--- src/rtl/xge_xgmii_pkg.sv ---
// rtl/xge_xgmii_pkg.sv - XGMII character constants and loopback mode type
package xge_xgmii_pkg;

   localparam logic [7:0] XGMII_IDLE  = 8'h07;
   localparam logic [7:0] XGMII_START = 8'hFB;
   localparam logic [7:0] XGMII_TERM  = 8'hFD;
   localparam logic [7:0] XGMII_ERROR = 8'hFE;

   typedef enum logic [1:0] {
      LOOP_PASS   = 2'd0,
      LOOP_INJECT = 2'd1,
      LOOP_DROP   = 2'd2,
      LOOP_RSVD   = 2'd3
   } loop_mode_t;

   function automatic logic is_char(input logic [7:0] d, input logic c, input logic [7:0] ch);
      return c && (d == ch);
   endfunction

endpackage

--- src/rtl/xgmii_delay_line.sv ---
// rtl/xgmii_delay_line.sv - circular delay line with programmable depth
// Tracks how many non-idle words it holds so the owner knows when it is safe to retime.
module xgmii_delay_line #(
   parameter int                 WIDTH     = 72,
   parameter int                 MAX_DELAY = 16,
   parameter logic [WIDTH-1:0]   IDLE_WORD = '0,
   localparam int                DW        = $clog2(MAX_DELAY + 1),
   localparam int                PW        = (MAX_DELAY > 1) ? $clog2(MAX_DELAY) : 1
) (
   input  logic             clk,
   input  logic             rst,
   input  logic [DW-1:0]    delay,
   input  logic [WIDTH-1:0] din,
   input  logic             din_busy,
   output logic [WIDTH-1:0] dout,
   output logic             line_empty
);

   logic [WIDTH-1:0]     mem_q [MAX_DELAY];
   logic [WIDTH-1:0]     mem_d [MAX_DELAY];
   logic [MAX_DELAY-1:0] busy_q, busy_d;
   logic [PW-1:0]        wr_ptr_q, wr_ptr_d, rd_ptr;
   logic [DW-1:0]        occ_q, occ_d;
   logic                 wr_busy;
   int                   rd_i;

   always_comb begin
      // With zero delay the line is bypassed; storing idle keeps stale words from resurfacing later.
      wr_busy = (delay != '0) && din_busy;
      mem_d   = mem_q;
      busy_d  = busy_q;
      mem_d[wr_ptr_q]  = (delay == '0) ? IDLE_WORD : din;
      busy_d[wr_ptr_q] = wr_busy;
      occ_d    = occ_q + DW'(wr_busy) - DW'(busy_q[wr_ptr_q]);
      wr_ptr_d = (wr_ptr_q == PW'(MAX_DELAY - 1)) ? '0 : wr_ptr_q + 1'b1;
      rd_i     = int'(wr_ptr_q) - int'(delay);
      if (rd_i < 0) begin
         rd_i = rd_i + MAX_DELAY;
      end
      rd_ptr     = PW'(rd_i);
      dout       = (delay == '0) ? din : mem_q[rd_ptr];
      line_empty = (occ_q == '0);
   end

   always_ff @(posedge clk or posedge rst) begin
      if (rst) begin
         for (int i = 0; i < MAX_DELAY; i++) begin
            mem_q[i] <= IDLE_WORD;
         end
         busy_q   <= '0;
         wr_ptr_q <= '0;
         occ_q    <= '0;
      end else begin
         mem_q    <= mem_d;
         busy_q   <= busy_d;
         wr_ptr_q <= wr_ptr_d;
         occ_q    <= occ_d;
      end
   end

endmodule

--- src/rtl/xgmii_loopback_chan.sv ---
// rtl/xgmii_loopback_chan.sv - XGMII TX-to-RX loopback with delay, frame counting and error injection/drop
module xgmii_loopback_chan
   import xge_xgmii_pkg::*;
#(
   parameter int  LANES     = 8,
   parameter int  MAX_DELAY = 16,
   localparam int DW        = $clog2(MAX_DELAY + 1),
   localparam int LW        = (LANES > 1) ? $clog2(LANES) : 1
) (
   input  logic                 clk_xgmii,
   input  logic                 reset_xgmii,
   input  logic [8*LANES-1:0]   xgmii_txd,
   input  logic [LANES-1:0]     xgmii_txc,
   output logic [8*LANES-1:0]   xgmii_rxd,
   output logic [LANES-1:0]     xgmii_rxc,
   input  logic [1:0]           cfg_mode,
   input  logic [DW-1:0]        cfg_delay,
   input  logic [15:0]          cfg_err_every,
   input  logic [LW-1:0]        cfg_err_lane,
   output logic                 in_frame,
   output logic [31:0]          frame_cnt,
   output logic [15:0]          inj_cnt
);

   localparam int            WW        = 9 * LANES;
   localparam logic [WW-1:0] IDLE_WORD = {{LANES{1'b1}}, {LANES{XGMII_IDLE}}};

   logic [WW-1:0] s1_word_q, s1_word_d, out_word_q, out_word_d, line_dout;
   logic          in_frame_q, in_frame_d, inj_pend_q, inj_pend_d, drop_q, drop_d;
   logic [31:0]   frame_cnt_q, frame_cnt_d;
   logic [15:0]   inj_cnt_q, inj_cnt_d, sel_cnt_q, sel_cnt_d;
   loop_mode_t    mode_q, mode_d;
   logic [DW-1:0] delay_q, delay_d;
   logic [15:0]   every_q, every_d;
   logic [LW-1:0] lane_q, lane_d;
   logic          line_empty, cfg_load, is_sop, is_term, is_data, sel_hit, act_hit;

   // Retiming is only safe once nothing of a frame remains anywhere in the pipe.
   always_comb begin
      cfg_load = !in_frame_q && line_empty && (s1_word_q == IDLE_WORD);
      mode_d   = mode_q;
      delay_d  = delay_q;
      every_d  = every_q;
      lane_d   = lane_q;
      if (cfg_load) begin
         mode_d  = loop_mode_t'(cfg_mode);
         delay_d = (cfg_delay > DW'(MAX_DELAY)) ? DW'(MAX_DELAY) : cfg_delay;
         every_d = cfg_err_every;
         lane_d  = cfg_err_lane;
      end
   end

   always_comb begin
      is_sop  = is_char(xgmii_txd[7:0], xgmii_txc[0], XGMII_START);
      is_term = 1'b0;
      for (int i = 0; i < LANES; i++) begin
         if (is_char(xgmii_txd[i*8 +: 8], xgmii_txc[i], XGMII_TERM)) begin
            is_term = 1'b1;
         end
      end
      is_data = (xgmii_txc == '0);
   end

   always_comb begin
      s1_word_d   = {xgmii_txc, xgmii_txd};
      in_frame_d  = in_frame_q;
      frame_cnt_d = frame_cnt_q;
      sel_cnt_d   = sel_cnt_q;
      inj_pend_d  = inj_pend_q;
      drop_d      = drop_q;
      inj_cnt_d   = inj_cnt_q;
      sel_hit     = 1'b0;
      act_hit     = 1'b0;
      if (is_sop) begin
         frame_cnt_d = frame_cnt_q + 32'd1;
         in_frame_d  = !is_term;
         if (every_d != '0) begin
            if ({1'b0, sel_cnt_q} + 17'd1 >= {1'b0, every_d}) begin
               sel_cnt_d = '0;
               sel_hit   = 1'b1;
            end else begin
               sel_cnt_d = sel_cnt_q + 16'd1;
            end
         end
         inj_pend_d = sel_hit && (mode_d == LOOP_INJECT) && !is_term;
         drop_d     = sel_hit && (mode_d == LOOP_DROP) && !is_term;
         if (sel_hit && (mode_d == LOOP_DROP)) begin
            s1_word_d = IDLE_WORD;
            act_hit   = 1'b1;
         end
      end else if (in_frame_q) begin
         if (drop_q) begin
            s1_word_d = IDLE_WORD;
         end else if (inj_pend_q && is_data) begin
            if (int'(lane_d) < LANES) begin
               s1_word_d[8*LANES + int'(lane_d)] = 1'b1;
               s1_word_d[int'(lane_d)*8 +: 8]    = XGMII_ERROR;
            end
            inj_pend_d = 1'b0;
            act_hit    = 1'b1;
         end
         if (is_term) begin
            in_frame_d = 1'b0;
            inj_pend_d = 1'b0;
            drop_d     = 1'b0;
         end
      end
      if (act_hit && (inj_cnt_q != 16'hFFFF)) begin
         inj_cnt_d = inj_cnt_q + 16'd1;
      end
   end

   xgmii_delay_line #(
      .WIDTH     (WW),
      .MAX_DELAY (MAX_DELAY),
      .IDLE_WORD (IDLE_WORD)
   ) u_delay_line (
      .clk        (clk_xgmii),
      .rst        (reset_xgmii),
      .delay      (delay_q),
      .din        (s1_word_q),
      .din_busy   (s1_word_q != IDLE_WORD),
      .dout       (line_dout),
      .line_empty (line_empty)
   );

   always_comb begin
      out_word_d = line_dout;
   end

   always_ff @(posedge clk_xgmii or posedge reset_xgmii) begin
      if (reset_xgmii) begin
         s1_word_q   <= IDLE_WORD;
         out_word_q  <= IDLE_WORD;
         in_frame_q  <= 1'b0;
         frame_cnt_q <= '0;
         inj_cnt_q   <= '0;
         sel_cnt_q   <= '0;
         inj_pend_q  <= 1'b0;
         drop_q      <= 1'b0;
         mode_q      <= LOOP_PASS;
         delay_q     <= '0;
         every_q     <= '0;
         lane_q      <= '0;
      end else begin
         s1_word_q   <= s1_word_d;
         out_word_q  <= out_word_d;
         in_frame_q  <= in_frame_d;
         frame_cnt_q <= frame_cnt_d;
         inj_cnt_q   <= inj_cnt_d;
         sel_cnt_q   <= sel_cnt_d;
         inj_pend_q  <= inj_pend_d;
         drop_q      <= drop_d;
         mode_q      <= mode_d;
         delay_q     <= delay_d;
         every_q     <= every_d;
         lane_q      <= lane_d;
      end
   end

   assign xgmii_rxd = out_word_q[8*LANES-1:0];
   assign xgmii_rxc = out_word_q[WW-1:8*LANES];
   assign in_frame  = in_frame_q;
   assign frame_cnt = frame_cnt_q;
   assign inj_cnt   = inj_cnt_q;

endmodule

--- config.mk ---
export PLATFORM = sky130hd
export DESIGN_NAME = xgmii_loopback_chan
export DESIGN_NICKNAME = d
export VERILOG_FILES = /design/src/rtl/xge_xgmii_pkg.sv /design/src/rtl/xgmii_delay_line.sv /design/src/rtl/xgmii_loopback_chan.sv
export SDC_FILE = /design/constraint.sdc
export NUM_CORES = 2
export LEC_CHECK = 0
export ABC_AREA = 1
export BUFFER_PORTS_ARGS = -buffer_cell sky130_fd_sc_hd__clkbuf_2
export CAP_MARGIN = 5
export CORE_ASPECT_RATIO = 1.25
export CORE_UTILIZATION = 57
export CTS_CLUSTER_DIAMETER = 120
export DETAILED_ROUTE_END_ITERATION = 8
export HOLD_SLACK_MARGIN = 0.02
export PLACE_DENSITY = 0.77
export SLEW_MARGIN = 40
export SYNTH_ARGS = -nofsm -noshare
export SYNTH_HDL_FRONTEND = slang
export SYNTH_HIERARCHICAL = 1
export SYNTH_SLANG_ARGS = --single-unit
--- constraint.sdc ---
create_clock -name clk_xgmii -period 34.7 [get_ports clk_xgmii]
set_input_delay 5.205 -clock clk_xgmii [delete_from_list [all_inputs] [get_ports clk_xgmii]]
set_output_delay 5.205 -clock clk_xgmii [all_outputs]
set_load 0.05 [all_outputs]
==> results.sh <==
export IMPL_status="completed"
export IMPL_internal_power_mw=2.88
export IMPL_numCtsBuffers=143
export IMPL_io_buffers=220
export IMPL_die_area_um2=123000
export IMPL_cts_repair_resize_count=0
export IMPL_leakage_nw=38.6
export IMPL_worst_ir_drop_vdd_mv=0.0440
export IMPL_worst_ep_arrival_time_ns=8.53
export IMPL_yosys_cell_count_top_type="nand2_1"
export IMPL_wirelength_mm=204
export IMPL_start_util_pct=57.5
export IMPL_power_frac_clock_pct=38.8
export IMPL_p_sw_mw=1.12
export IMPL_clock_root_buffer="clkbuf_16"
export IMPL_grtUsageTotal_pct=33.6
export IMPL_synth_async_reset_ratio_pct=100
export IMPL_synthToLayoutAreaGrowth_pct=9.79
export IMPL_post_place_ws_ns=25.63
export IMPL_netSwitchingFraction_pct=28.0
export IMPL_hold_path_class="reg -> reg"
export IMPL_wire_per_inst_um=19.3
export IMPL_synth_top_cell_area_share_pct=30.4
export IMPL_die_y_um=391
export IMPL_synth_seq_cells=1414
export IMPL_postSynthAreaPerCell_um2=7.61
export IMPL_yosysWarnings=6
export IMPL_synth_edff_count=0
export IMPL_dr_pass1_iters=7
export IMPL_cts_hold_buf=0
export IMPL_grt_overflow_total=0
export IMPL_grt_pass1_wl_mm=321
export IMPL_clk_pin_slew_ns=0.06
export IMPL_clock_path_buffers=3
export IMPL_max_freq_mhz=130
export IMPL_maxSlewHeadroom_pct=33.0
export IMPL_cts_tree="yes"
export IMPL_drive_above_1_share_pct=13.4
export IMPL_total_power_mw=4.00
export IMPL_min_path_cells=2
export IMPL_place_congestion=0.926
export IMPL_hpwlAfterDp_mm=116
export IMPL_maxCapViolCount=0
export IMPL_period_share_pct=22.2
export IMPL_drc=0
export IMPL_rows=142
export IMPL_fin_setup_tns_ns=0
export IMPL_htree_levels=4
export IMPL_ios=221
export IMPL_clkSinkCount=1414
export IMPL_synth_area_top_cells="dfrtp_1, dfstp_2, nand2_1"
export IMPL_antenna_found_initial=9
export IMPL_setup_violations=0
export IMPL_synth_ff_type="dfrtp_1"
export IMPL_crit_path_end_kind="asynchronous set/reset pin"
export IMPL_fin_nets=9054
export IMPL_setup_slack_ns=26.99
export IMPL_required_ns=35.52
export IMPL_fin_skew_ns=0.0247
export IMPL_critPathLaunchType="primary input"
export IMPL_synth_nets=9216
export IMPL_powerDensity_nw_per_um2=52.8
export IMPL_core_area_um2=120000
export IMPL_grt_pass1_vias=57600
export IMPL_drv_slew=0
export IMPL_fin_cells=10600
export IMPL_design_area_um2=75800
export IMPL_vias=59700
export IMPL_die_x_um=313
export IMPL_insertion_delay_ns=0.79
export IMPL_synthesis_area_um2=69100
export IMPL_crit_type="in -> async"
export IMPL_crit_fanout=78
export IMPL_placed_cell_area_um2=71000
export IMPL_rrSetupSlack_ns=29.65
export IMPL_p_comb_share_pct=13.9
export IMPL_r2r_cells=19
export IMPL_synth_cell_types=55
export IMPL_ys_seq_area_share_pct=52.3
export IMPL_vias_per_cell=5.63
export IMPL_tightest_slew_ns=0.992
export IMPL_pwr_share_seq_pct=47.3
export IMPL_hold_viol_final=0
export IMPL_rsz0062_at_grt="no"
export IMPL_yosys_area_top_type="dfrtp_1"
export IMPL_synth_commonest_cells="nand2_1, o21ai_0, inv_1"
export IMPL_synthCells=9077
export IMPL_grt_max_degree=171
export IMPL_antenna_left=0
export IMPL_min_period_ns=7.71
export IMPL_dp_cells=10300
export IMPL_drtIter0Drc=6404
export IMPL_post_cts_buffers=0
-- critical path, cell delays in order --
cell	delay [ns]
clkbuf_2	0.16
clkinvlp_4	0.37
buf_4	0.66
buf_4	0.72
buf_6	0.59
buf_6	0.62
-- through the flow --
stage               hold slack, ns  util [%]
finish                       0.480      63.1
global route                 0.500      63.1
CTS                          0.484      63.0
detailed placement           0.470      59.1
global placement             0.461      58.8
floorplan                    0.448         -
-- registers in the layout (all words and copies together), names as in the netlist, 2 cells and up --
signal	cells
u_delay_line/mem_q	1152
out_word_q	72
s1_word_q	72
frame_cnt	32
every_q	16
inj_cnt	16
sel_cnt_q	16
u_delay_line/busy_q	16
delay_q	5
u_delay_line/occ_q	5
u_delay_line/wr_ptr_q	4
lane_q	3
mode_q	2
-- final timing paths --
check                                         from                       to
setup / recovery                       reset_xgmii  u_delay_line/mem_q[845]
hold / removal             u_delay_line/mem_q[646]  u_delay_line/mem_q[646]
setup reg to reg                     s1_word_q[57]            s1_word_q[54]
hold reg to reg            u_delay_line/mem_q[646]  u_delay_line/mem_q[646]
max in group clk_xgmii            cfg_err_every[2]             s1_word_q[7]
min in group asynchronous              reset_xgmii             sel_cnt_q[2]
-- metal layers --
layer / GRT usage, % / vias up / wire (µm)
met4: 16.1 / 10 / 9560
met5: 0 / - / 70
met3: 7.50 / 524 / 20800
met1: 43.3 / 28500 / 79500
met2: 53.9 / 2867 / 94500
li1: - / 27800 / -
-- cell families (layout without fill, tap and decap cells) --
kind of cell,after synthesis,in the layout,synth area share (%)
AND/OR/NAND/NOR,4493,4493,26.9
buffers and inverters,1799,1749,9.96
flip-flops,1414,1414,52.3
AO/OA/AOI/OAI,1276,1276,9.47
XOR/XNOR,56,56,0.710
adder cells (fa/ha/maj),39,39,0.728
other,0,5,0
-- layout make-up --
type / count / area [µm²]
sequential: 1414 / 36100
clock buffer: 216 / 4280
timing repair buffer: 313 / 2260
inverter: 1179 / 4490
multi-input combinational: 5864 / 26300
antenna: 5 / 12.5
tap: 1584 / 1980
clock inverter: 41 / 419
fill: 10300 / 44300
-- power by group through the flow --
| stage | combinational, mW | clock [mW] | sequential (mW) |
|---|---|---|---|
| floorplan | 0.329 | 0 | 1.97 |
| global placement | 0.529 | 0 | 1.91 |
| detailed placement | 0.547 | 0 | 1.92 |
| CTS | 0.551 | 1.57 | 1.89 |
| global route | 0.620 | 1.64 | 1.91 |
| finish | 0.556 | 1.55 | 1.89 |
-- placed cells by master (no fill, tap or decap), types with 26 or more instances in the layout --
cell type and instances:
inv_1 1151, o21a_1 31, nand4_1 60, clkbuf_16 151
clkinv_2 36, nand3_1 931, or2_2 33, o21ai_0 1165
buf_6 38, dfrtp_1 838, nor2_1 144, o21ai_1 38
clkbuf_1 39, buf_4 34, dfstp_2 576, clkbuf_2 220
nand2_1 3230, clkbuf_8 26, xor2_1 39, ha_1 36
Note: power is estimated with default switching activity, not from simulation.
